[src/rtl/sync_to_mtncl_tx_if.sv]
// Handshake and dual-rail bus between a clocked producer and the first MTNCL rank.
// slave = injection stage, master = clocked upstream plus MTNCL Ko source.
interface sync_to_mtncl_tx_if #(
   parameter int unsigned WIDTH = 8
);
   logic             in_valid;
   logic             in_ready;
   logic [WIDTH-1:0] in_data;
   logic [WIDTH-1:0] dr_d0;
   logic [WIDTH-1:0] dr_d1;
   logic             sleep_out;
   logic             ko_in;

   modport master (
      output in_valid, in_data, ko_in,
      input  in_ready, dr_d0, dr_d1, sleep_out
   );

   modport slave (
      input  in_valid, in_data, ko_in,
      output in_ready, dr_d0, dr_d1, sleep_out
   );
endinterface

[src/rtl/sync_to_mtncl_tx.sv]
// Clocked valid/ready to MTNCL dual-rail DATA/NULL injector, paced by a synchronised Ko.
module sync_to_mtncl_tx #(
   parameter int unsigned WIDTH       = 8,
   parameter int unsigned SYNC_STAGES = 2,
   parameter int unsigned TIMEOUT     = 255,
   parameter int unsigned CNT_W       = 16
) (
   input  logic             clk,
   input  logic             rst_n,
   sync_to_mtncl_tx_if.slave bus,
   output logic             busy,
   output logic             timeout_err,
   output logic [CNT_W-1:0] xfer_cnt
);
   localparam int unsigned WAIT_W = (TIMEOUT > 1) ? $clog2(TIMEOUT + 1) : 1;
   localparam logic [WAIT_W-1:0] TMO = WAIT_W'(TIMEOUT);

   typedef enum logic [1:0] {S_IDLE, S_SETUP, S_DATA, S_NULL} state_e;

   state_e                 state_q, state_d;
   logic [SYNC_STAGES-1:0] sync_q;
   logic [WIDTH-1:0]       data_q, data_d;
   logic [WIDTH-1:0]       d0_q, d0_d, d1_q, d1_d;
   logic                   sleep_q, sleep_d;
   logic                   busy_q, busy_d;
   logic                   err_q, err_d;
   logic [CNT_W-1:0]       cnt_q, cnt_d;
   logic [WAIT_W-1:0]      wait_q, wait_d;
   logic                   ko_s;
   logic                   ready;

   assign ko_s  = sync_q[SYNC_STAGES-1];
   assign ready = (state_q == S_IDLE) && ko_s;

   assign bus.in_ready  = ready;
   assign bus.dr_d0     = d0_q;
   assign bus.dr_d1     = d1_q;
   assign bus.sleep_out = sleep_q;
   assign busy          = busy_q;
   assign timeout_err   = err_q;
   assign xfer_cnt      = cnt_q;

   always_ff @(posedge clk or negedge rst_n) begin
      if (!rst_n) begin
         state_q <= S_IDLE;
         sync_q  <= '0;
         data_q  <= '0;
         d0_q    <= '0;
         d1_q    <= '0;
         sleep_q <= 1'b1;
         busy_q  <= 1'b0;
         err_q   <= 1'b0;
         cnt_q   <= '0;
         wait_q  <= '0;
      end else begin
         state_q <= state_d;
         sync_q  <= {sync_q[SYNC_STAGES-2:0], bus.ko_in};
         data_q  <= data_d;
         d0_q    <= d0_d;
         d1_q    <= d1_d;
         sleep_q <= sleep_d;
         busy_q  <= busy_d;
         err_q   <= err_d;
         cnt_q   <= cnt_d;
         wait_q  <= wait_d;
      end
   end

   always_comb begin
      state_d = state_q;
      data_d  = data_q;
      cnt_d   = cnt_q;
      wait_d  = wait_q;
      err_d   = err_q;

      case (state_q)
         S_IDLE: begin
            if (bus.in_valid && ready) begin
               data_d  = bus.in_data;
               state_d = S_SETUP;
            end
         end
         S_SETUP: begin
            wait_d  = '0;
            state_d = S_DATA;
         end
         S_DATA: begin
            if (!ko_s) begin
               cnt_d   = cnt_q + 1'b1;
               wait_d  = '0;
               state_d = S_NULL;
            end else if (wait_q != TMO) begin
               wait_d = wait_q + 1'b1;
            end
         end
         S_NULL: begin
            if (ko_s) begin
               state_d = S_IDLE;
            end else if (wait_q != TMO) begin
               wait_d = wait_q + 1'b1;
            end
         end
         default: state_d = S_IDLE;
      endcase

      if ((TIMEOUT != 0) && ((state_d == S_DATA) || (state_d == S_NULL)) && (wait_d == TMO)) begin
         err_d = 1'b1;
      end

      // Output registers load from the next state so rails change on the same edge as the FSM.
      d0_d    = '0;
      d1_d    = '0;
      if ((state_d == S_SETUP) || (state_d == S_DATA)) begin
         d1_d = data_d;
         d0_d = ~data_d;
      end
      sleep_d = (state_d != S_DATA);
      busy_d  = (state_d != S_IDLE);
   end
endmodule

[src/flat_wrapper.sv]
// flat-port wrapper written by rule: the top's interface ports become plain ports
module sync_to_mtncl_tx_flat 
#(
   parameter int unsigned WIDTH       = 8,
   parameter int unsigned SYNC_STAGES = 2,
   parameter int unsigned TIMEOUT     = 255,
   parameter int unsigned CNT_W       = 16
)
  (clk, rst_n, busy, timeout_err, xfer_cnt, bus_in_valid, bus_in_data, bus_ko_in, bus_in_ready, bus_dr_d0, bus_dr_d1, bus_sleep_out);
  sync_to_mtncl_tx_if #(.WIDTH(WIDTH)) bus_i ();
  input  logic clk;
  input  logic rst_n;
  output logic busy;
  output logic timeout_err;
  output logic [CNT_W-1:0] xfer_cnt;
  input wire logic [$bits(bus_i.in_valid)-1:0] bus_in_valid;
  input wire logic [$bits(bus_i.in_data)-1:0] bus_in_data;
  input wire logic [$bits(bus_i.ko_in)-1:0] bus_ko_in;
  output wire logic [$bits(bus_i.in_ready)-1:0] bus_in_ready;
  output wire logic [$bits(bus_i.dr_d0)-1:0] bus_dr_d0;
  output wire logic [$bits(bus_i.dr_d1)-1:0] bus_dr_d1;
  output wire logic [$bits(bus_i.sleep_out)-1:0] bus_sleep_out;
  assign bus_i.in_valid = bus_in_valid;
  assign bus_i.in_data = bus_in_data;
  assign bus_i.ko_in = bus_ko_in;
  assign bus_in_ready = bus_i.in_ready;
  assign bus_dr_d0 = bus_i.dr_d0;
  assign bus_dr_d1 = bus_i.dr_d1;
  assign bus_sleep_out = bus_i.sleep_out;
  sync_to_mtncl_tx #(.WIDTH(WIDTH), .SYNC_STAGES(SYNC_STAGES), .TIMEOUT(TIMEOUT), .CNT_W(CNT_W)) u_core (.clk(clk), .rst_n(rst_n), .bus(bus_i), .busy(busy), .timeout_err(timeout_err), .xfer_cnt(xfer_cnt));
endmodule
[config.mk]
export PLATFORM = sky130hd
export DESIGN_NAME = sync_to_mtncl_tx_flat
export DESIGN_NICKNAME = d
export VERILOG_FILES = /design/src/rtl/sync_to_mtncl_tx_if.sv /design/src/rtl/sync_to_mtncl_tx.sv /design/src/flat_wrapper.sv
export SDC_FILE = /design/constraint.sdc
export NUM_CORES = 1
export LEC_CHECK = 0
export BUFFER_PORTS_ARGS = -buffer_cell sky130_fd_sc_hd__buf_2
export CAP_MARGIN = 20
export CORE_ASPECT_RATIO = 1.5
export CORE_MARGIN = 3
export CORE_UTILIZATION = 35
export CTS_BUF_LIST = sky130_fd_sc_hd__clkbuf_16
export CTS_CLUSTER_SIZE = 16
export DETAILED_ROUTE_END_ITERATION = 16
export GPL_TIMING_DRIVEN = 0
export PLACE_DENSITY = 0.53
export RECOVER_POWER = 100
export SETUP_SLACK_MARGIN = 0.05
export SLEW_MARGIN = 10
export SYNTH_ARGS = -nofsm -noshare
export SYNTH_HDL_FRONTEND = slang
export SYNTH_SLANG_ARGS = --single-unit
export TNS_END_PERCENT = 5
[constraint.sdc]
create_clock -name clk -period 2.46 [get_ports clk]
set_input_delay 0.123 -clock clk [delete_from_list [all_inputs] [get_ports clk]]
set_output_delay 0.123 -clock clk [all_outputs]
set_load 0.005 [all_outputs]
Word-level counts from Yosys, hierarchy flattened
Index checks and enable logic that the tools add are counted.

storage, ports and cells
  input bits = 12
  register bits after elaboration = 55
  output and inout port bits = 36

operators by class
  bitwise gates (word level) = 2
  multiplexer cells = 12
  eq/ne operators = 9
  reductions and logical operators = 8
  add/sub/neg operators = 2

operators with widths
  kind                     number
  $mux W8                  7
  $pmux W8 S3              1
  $add A16 B1 Y16 const B  1
  $add A8 B1 Y8 const B    1
  $eq A2 B2 Y1 const B     4
  $eq A8 B8 Y1 const B     1
  $ne A8 B8 Y1 const B     1
  $not A8 Y8               1
  $pmux W2 S4              1
  $mux W2                  3
  $eq A2 B1 Y1 const B     2
  $logic_and A1 B1 Y1      3
  $logic_not A2 Y1         1
  $logic_or A1 B1 Y1       2
  $ne A2 B2 Y1 const B     1
  $reduce_and A2 Y1        1
  $reduce_bool A2 Y1       1
  $not A1 Y1               1

Depth between registers and ports, before layout
Gate-level depths: netlist of the first run.

  depth in word-level cells = 8
  depth in mapped cells = 8

Least setup slack after synthesis of the first run
No wires, ideal clock.

  path kind = flip-flop to flip-flop
  start point = register u_core.state_q[0]
  end point = register u_core.d0_q[0], in the netlist u_core.bus.dr_d0[0]
  required time = 2.328 ns
  cell stages (with the launch flop) = 8
  arrival time = 1.804 ns
  library setup time = 0.132 ns
  path buffers = 2
  setup slack = 0.524 ns
  cells stage by stage = dfrtp_1 -> nor2_1 -> and3_1 -> buf_2 -> a21oi_1 -> ha_1 -> clkbuf_1 -> nor2_1

on the way
  longest elaborated chain between the ends = 8
  elaborated cells between the ends (all ways) = 17
  classes of those cells = eq/ne (5); mux (7); bitwise (1); reduce/logical (4)

ends and longest elaborated chain
  what                                          RTL line                                        RTL
  start: declaration                            sync_to_mtncl_tx.sv:20                          state_e state_q, state_d;
  start signal: assignment                      sync_to_mtncl_tx.sv:56                          state_q <= state_d;
  $logic_not A2 Y1                              sync_to_mtncl_tx.sv:33, sync_to_mtncl_tx.sv:76
  $logic_and A1 B1 Y1                           sync_to_mtncl_tx.sv:33                          assign ready = (state_q == S_IDLE) && ko_s;
  $logic_and A1 B1 Y1                           sync_to_mtncl_tx.sv:78                          if (bus.in_valid && ready) begin
  $mux W2                                       sync_to_mtncl_tx.sv:78
  $pmux W2 S4                                   sync_to_mtncl_tx.sv:76                          case (state_q)
  $eq A2 B1 Y1 or $eq A2 B2 Y1 (tied branches)  sync_to_mtncl_tx.sv:113                         if ((state_d == S_SETUP) || (state_d == S_DATA)) begin
  $logic_or A1 B1 Y1                            sync_to_mtncl_tx.sv:113
  $mux W8 *                                     sync_to_mtncl_tx.sv:113
  net u_core.d0_d[0]                            sync_to_mtncl_tx.sv:23                          logic [WIDTH-1:0] d0_q, d0_d, d1_q, d1_d;
  end signal: assignment                        sync_to_mtncl_tx.sv:48                          d0_q <= '0;
  end signal: assignment                        sync_to_mtncl_tx.sv:59                          d0_q <= d0_d;
  end: declaration                              sync_to_mtncl_tx.sv:23

The timed path passes the listed nets; every way through them passes the cells marked *.
A chain may end at the register's enable or synchronous reset.

Final worst setup path of the first run
  start point = register u_core.state_q[0]
  end point = register u_core.d0_q[6], in the netlist u_core.bus.dr_d0[6]

Same word-level chain as after synthesis.

==> results of run 1 <==
[power by group through the flow]
stage / logic (uW) / registers (uW) / clock network, uW
after global routing: 948 / 1360 / 713
after CTS: 906 / 1340 / 688
after detailed placement: 899 / 1350 / 0
after global placement: 886 / 1350 / 0
final: 835 / 1330 / 656
after floorplan: 522 / 1340 / 0
[cells by family (layout without fill, tap and decap cells)]
kind of cell             count (synthesis)  in the layout
AO/OA/AOI/OAI                           28             28
XOR/XNOR                                16             16
flip-flops                              55             55
buffers and inverters                   11             69
adder cells (fa/ha/maj)                  5              5
AND/OR/NAND/NOR                         62             62
multiplexers                             9              9
[state kept, by name, summed over array words and instances (netlist names), 2 cells and up]
register,count
u_core.bus.dr_d0,8
u_core.wait_q,8
u_core.state_q,2
u_core.data_q,8
u_core.bus.dr_d1,8
u_core.xfer_cnt,16
u_core.sync_q,2
[per-stage QoR]
stage / util / hold WS [ns] / power, uW / setup slack, ns / area (sq um)
floorplan: - / -0.173 / 1860 / 0.524 / 2280
global placement: 0.419 / 0.233 / 2230 / 0.00130 / 2610
detailed placement: 0.422 / 0.120 / 2250 / 0.0328 / 2630
CTS: 0.447 / 0.0937 / 2930 / 0.179 / 2780
global route: 0.440 / 0.112 / 3030 / 0.0741 / 2740
finish: 0.440 / 0.0973 / 2820 / 0.265 / 2740
[final cells by class]
class	instances	area [sq um]	area share
Inverter	5	18.8	0.00686
Tap cell	74	92.6	0.0338
Buffer	6	31.3	0.0114
Multi-Input combinational cell	120	842	0.308
Clock inverter	3	11.3	0.00412
Clock buffer	5	125	0.0457
Timing Repair Buffer	50	238	0.0869
Sequential cell	55	1380	0.503
[synth_stat cells, types with 2 or more instances]
cell	instances
nand2_1	9
nand3_1	10
mux2_2	9
xor2_1	7
clkbuf_1	2
a21oi_1	6
a31oi_1	3
and4_1	3
nor3_1	3
inv_1	5
dfrtp_1	54
o21ai_0	2
o311ai_0	2
ha_1	5
nor2_1	13
nand4_1	3
and3_1	9
a41oi_1	2
xnor2_1	9
nor2b_1	9
buf_2	3
[worst reg2reg max path, cell delays in order (launching register included)]
cell and delay (ns):
dfrtp_1 0.46, nor2_1 0.22, and3_1 0.18, buf_2 0.25, a21oi_1 0.13, ha_1 0.47, clkbuf_2 0.29, nor2_1 0.08
[repair_timing]
item,4_1_cts,5_1_grt
hold endpoints to repair,21,0
hold buffers,2,0
buffers inserted,0,0
resized for setup,1,1
setup endpoints to repair,10,10
[worst max-delay path by stage]
stage / from / to / slack [ns] / cells past startpoint
4_1_cts: u_core.state_q[0] / u_core.bus.dr_d0[5] / 0.18 / 7
3_3_place_gp: u_core.state_q[0] / u_core.bus.dr_d0[5] / 0.001 / 7
5_1_grt: u_core.state_q[0] / u_core.bus.dr_d0[7] / 0.07 / 7
2_1_floorplan: u_core.state_q[0] / u_core.bus.dr_d0[0] / 0.52 / 7
3_5_place_dp: u_core.state_q[0] / u_core.bus.dr_d0[3] / 0.03 / 7
6_report: u_core.state_q[0] / u_core.bus.dr_d0[6] / 0.26 / 7
[metal layers]
metal	routed length, um	share of wire
met5	0	0
met2	2510	0.53
met3	203	0.043
met1	1960	0.41
met4	60	0.013
==> reports/results.txt, run 1 <==
Leak Pwr - 0.00135 uW
Internal - 1900 uW
Ant. Diodes - 0
Hold path cells - 2
Critical R2R Capture - u_core.bus.dr_d0[6]
DR pass1 iterations - 4
Synth unique cells - 39
Most frequent cells in the layout - dfrtp_1 (54), buf_2 (32), clkbuf_1 (19)
Most common cell after layout, fill and taps aside - dfrtp_1
Chip width - 71.9 um
CTS buffer count - 5
Net Sw Frac - 0.327
Status - completed
RSZ-0062 raised after global routing - false
Drt drc - 0
Worst Path Arrival - 2.36 ns
Per-cell routed wire length - 14.9 um
CTS tree - yes
Routed WL - 4730 um
Area Overhead vs Synth - 20.2%
Cell area after synthesis - 2280 sq um
Sum Neg Setup Slack - 0 ns
Largest family of logic cells by synthesized area - simple AND/OR/NAND/NOR gates
Worst Hold Launch - bus_in_data[5]
Worst Setup Start Kind - register
Max-Slew Margin vs Limit - 0.242
Area of the core - 6220 sq um
Area contributors post-synth - dfrtp_1 (59%), mux2_2 (4.5%), xnor2_1 (3.5%)
PortBufs - 47
#FFs+latches synth - 55
Cells after Synth - 186
Endpoints failing setup - 0
Worst reg2reg setup slack - 0.26 ns
FILL cells - 611
Gr ovfl total - 0
Crit Reg-Reg Startpoint - u_core.state_q[0]
Max_cap viols - 0
Adder-cell share of the synthesized area - 0.0275
Core Rows - 35
Worst skew pair latency - 0.28 ns
CP endpoint kind - register
Ys async rst share - 1.00
Clk buf depth - 2
Mux share of post-synthesis cell area - 0.0445
CP top delay family - buffers and inverters
CP peak stage delay - 0.47 ns
Peak Freq - 456 MHz
Hold Crit Endpoint - u_core.data_q[5]
Number of synthesized flops with an enable pin - 0
Synth warnings - 0
Slew @ Worst Pin - 1.14 ns
Vias in the first global route - 1668
R2R depth - 7
Syn nets - 203
Clock Skews - 0.00213 ns
Worst-path fanout max - 10
Max H-tree Level - 2
PwrDens - 1030 nW/um^2
XOR/XNOR Fraction of Synth Area - 0.0615
Share of layout cells above drive strength 1 - 0.184
Period utilization - 0.892
Largest net degree at the start of global routing - 36
Fin cells - 318
Gate power share - 0.296
Hpwl dp - 3510 um
Antenna violations before repair - 0
Peak VDD IR - 0.707 mV
Synth top area share - 0.593
Clock Tree Root - clkbuf_16
Buf+Inv Stages, Crit Path - 2
Final ANT Viol Nets - 0
Met2 Use GR - 0.224
P_sw - 923 uW
Mapped Avg Cell Area - 12.2 sq um
Fin crit period - 2.20 ns
Starting Density - 0.366
Sequential fraction of the synthesis area - 0.605
Vias/cell - 4.98
Largest area contributor in the netlist - dfrtp_1
M1 GR Usage - 0.160
Post-synthesis simple-gate area fraction - 0.145
Setup Crit Path Kind - register to register
Final Max Tran Viols - 0
Compound-cell area share of the yosys netlist - 0.0951
Crit-path cells - nor2_1 -> and3_1 -> buf_2 -> a21oi_1 -> ha_1 -> clkbuf_2 -> nor2_1
Global routing's busiest layer - met2
# clock sinks - 55
CP max-delay cell - ha_1
First-pass GRT wire length - 7980 um
Sequential power share - 0.472
Final GP Congestion - 0.830
Final hold vios - 0
All-Layer GR Usage - 0.132
Iter 0 DRT Violations - 120
Clock power share - 0.232
NumNets Final - 260
Via count - 1584
Die Y - 105 um
Worst min path class - input pin to register
Post-synth top flop - dfrtp_1
Met3 Use GR - 0.0346
Placed cells - 308
WP data required - 2.62 ns
Clock-pin transition on the worst setup and hold timing paths - 0.06 ns
Most used cell, CP - nor2_1
Total I/O pin count - 48
DIE AREA - 7530 sq um
No activity file was read; power rests on OpenSTA's default activity.
==> run 2: changes to the inputs <==
Settings changed: ABC_AREA from default to 1.
==> run 2 against run 1 <==
Sequential share of layout area shrank 4.0 points. Final cell count grew 29%. Routed wire length grew 5.0%. Critical path depth grew 3.
==> reports/results.txt, run 2 <==
Mux share of post-synthesis cell area - 0 (-0.0445)
Number of synthesized flops with an enable pin - 0 (unchanged)
Via count - 1901 (+20%)
Worst skew pair latency - 0.29 ns (about the same)
Worst Path Arrival - 2.37 ns (about the same)
Share of layout cells above drive strength 1 - 0.183 (-0.00124)
Starting Density - 0.364 (-0.00241)
Clock Tree Root - clkbuf_16
Worst Setup Start Kind - register
All-Layer GR Usage - 0.133 (+0.000557)
Final ANT Viol Nets - 0 (unchanged)
P_sw - 1050 uW (+13%)
Post-synthesis simple-gate area fraction - 0.263 (+0.118)
Sequential fraction of the synthesis area - 0.545 (-0.0596)
Final GP Congestion - 0.791 (-4.7%)
Core Rows - 37 (+5.7%)
Largest net degree at the start of global routing - 37 (+2.8%)
Cell area after synthesis - 2530 sq um (+11%)
Antenna violations before repair - 0 (unchanged)
Ys async rst share - 1.00 (unchanged)
Max_cap viols - 0 (unchanged)
DIE AREA - 8290 sq um (+10%)
Count leader, synth - nand2_1
XOR/XNOR Fraction of Synth Area - 0.0485 (-0.0130)
Area Overhead vs Synth - 17.8%
Setup Crit Path Kind - register to register
RSZ-0062 raised after global routing - false
Ant. Diodes - 0 (unchanged)
Number of flip-flops under the largest register name - 16 (unchanged)
Chip width - 75.4 um (+4.9%)
DR pass1 iterations - 4 (unchanged)
Slew @ Worst Pin - 1.18 ns (+0.0448 ns)
Largest family of logic cells by synthesized area - simple AND/OR/NAND/NOR gates
PortBufs - 47 (unchanged)
Gate power share - 0.307 (+0.011)
WP data required - 2.62 ns (about the same)
Largest area contributor in the netlist - dfrtp_1
Post-synth top flop - dfrtp_1
CTS tree - yes
Internal - 2010 uW (+5.7%)
PwrDens - 1030 nW/um^2 (-0.56%)
Clk buf depth - 2 (unchanged)
Area contributors post-synth - dfrtp_1 (53%), nand2_1 (9.1%), inv_1 (5.1%)
Crit-path cells - nor2_4 -> inv_1 -> nor2_4 -> nand2_4 -> buf_6 -> o21ai_2 -> inv_1 -> ha_1 -> clkbuf_2 -> nor2_1
Final hold vios - 0 (unchanged)
Adder-cell share of the synthesized area - 0.0248 (-0.00271)
Peak VDD IR - 0.431 mV (-39%)
Clock-pin transition on the worst setup and hold timing paths - 0.07 ns (about the same)
Worst-path fanout max - 10 (unchanged)
Synth top area share - 0.535 (-0.0585)
Leak Pwr - 0.00158 uW (+17%)
CP peak stage delay - 0.46 ns (about the same)
Placed cells - 402 (+31%)
Gr ovfl total - 0 (unchanged)
Area of the core - 6940 sq um (+12%)
Most common cell after layout, fill and taps aside - nand2_1
DP Area - 2880 sq um (+9.7%)
CP endpoint kind - register
Vias in the first global route - 1880 (+13%)
Final non-filler cell area - 2980 sq um (+8.8%)
Final Max Tran Viols - 0 (unchanged)
Clock power share - 0.261 (+0.029)
Sequential power share - 0.432 (-0.040)
Synth unique cells - 29 (-26%)
Syn nets - 293 (+44%)
Cells after Synth - 276 (+48%)
Iter 0 DRT Violations - 95 (-21%)
Endpoints failing setup - 0 (unchanged)
# clock sinks - 55 (unchanged)
Status - completed
Mapped Avg Cell Area - 9.15 sq um (-25%)
CP max-delay cell - dfrtp_2
Drt drc - 0 (unchanged)
#FFs+latches synth - 55 (unchanged)
Per-cell routed wire length - 12.1 um (-19%)
Fin cells - 411 (+29%)
FILL cells - 741 (+21%)
Period utilization - 0.899 (+0.00690)
Die Y - 110 um (+5.0%)
Hpwl dp - 3690 um (+5.0%)
Total I/O pin count - 48 (unchanged)
Synth top cells by count - nand2_1 (61), dfrtp_1 (54), inv_1 (34)
Clock Skews - 0.00634 ns (+0.00420 ns)
Routed WL - 4970 um (+5.0%)
Peak Freq - 452 MHz (-0.77%)
Synth warnings - 0 (unchanged)
First-pass GRT wire length - 8490 um (+6.3%)
Compound-cell area share of the yosys netlist - 0.0406 (-0.0544)
Vias/cell - 4.63 (-7.1%)
Worst min path class - input pin to register
CTS buffer count - 5 (unchanged)
NumNets Final - 349 (+34%)
Max H-tree Level - 2 (unchanged)
Net Sw Frac - 0.342 (+0.0156)
Most frequent cells in the layout - nand2_1 (63), dfrtp_1 (53), inv_1 (37)
Max-Slew Margin vs Limit - 0.213 (-0.0298)
Fin crit period - 2.21 ns (+0.0170 ns)
==> run 2: worst max-delay path: cells and delay by family, from the launching register on <==
family,cells,cell delay [ns]
compound gates,1,0.08
buf+inv,4,0.63
fa+ha+maj,1,0.43
flops,1,0.46
simple gates,4,0.49
==> run 2: logic make-up after synthesis <==
| group | count (synthesis) |
|---|---|
| xor+xnor | 14 |
| simple gates | 138 |
| flops | 55 |
| buf+inv | 50 |
| compound gates | 14 |
| fa+ha+maj | 5 |
==> run 2: repair_timing <==
item,in CTS,in global routing
setup buffers,0,0
hold buffers,2,0
resized for setup,2,4
setup endpoints to repair,11,11
hold endpoints to repair,19,0
==> run 2: power groups by stage <==
stage / logic (uW) / clock network (uW) / registers [uW]
CTS: 1020 / 828 / 1320
global route: 1090 / 860 / 1360
finish: 937 / 798 / 1320
detailed placement: 1010 / 0 / 1340
global placement: 994 / 0 / 1340
floorplan: 634 / 0 / 1340
==> run 2: stage by stage <==
step,setup TNS [ns],hold WS (ns),util,power (uW),worst slack (ns)
floorplan,0,-0.173,-,1970,0.231
global placement,-2.25,0.241,0.412,2330,-0.273
detailed placement,-2.56,0.121,0.415,2350,-0.285
CTS,0,0.0509,0.442,3170,0.0223
global route,0,0.0646,0.429,3310,0.0570
finish,0,0.0586,0.429,3050,0.248
==> run 2: layout make-up <==
class,instances,area (sq um),area share
tap,78,97.6,0.0328
buffer,2,16.3,0.00546
multi-input combinational,171,891,0.299
clock buffer,5,125,0.0420
clock inverter,3,43.8,0.0147
timing repair buffer,50,248,0.0832
inverter,47,176,0.0593
sequential,55,1380,0.463
==> run 2: path summary, 6_finish.rpt <==
kind | startpoint | end | slack (ns) | cells after the start
worst min register to register | u_core.sync_q[0] | u_core.sync_q[1] | 0.35 | 0
worst max-delay path | u_core.state_q[1] | u_core.bus.dr_d1[1] | 0.25 | 10
worst max register to register | u_core.state_q[1] | u_core.bus.dr_d1[1] | 0.25 | 10
worst min-delay path | bus_in_data[4] | u_core.data_q[4] | 0.06 | 3
min in group asynchronous | rst_n | u_core.wait_q[2] | 0.59 | 2
max in group asynchronous | rst_n | u_core.state_q[1] | 1.09 | 3
==> run 2: per-layer routing <==
metal	up-vias	routed length, um	GRT usage
met5	-	0	0
met4	0	165	0.0675
met3	15	180	0.0254
met2	40	2480	0.219
met1	888	2140	0.163
li1	958	-	-
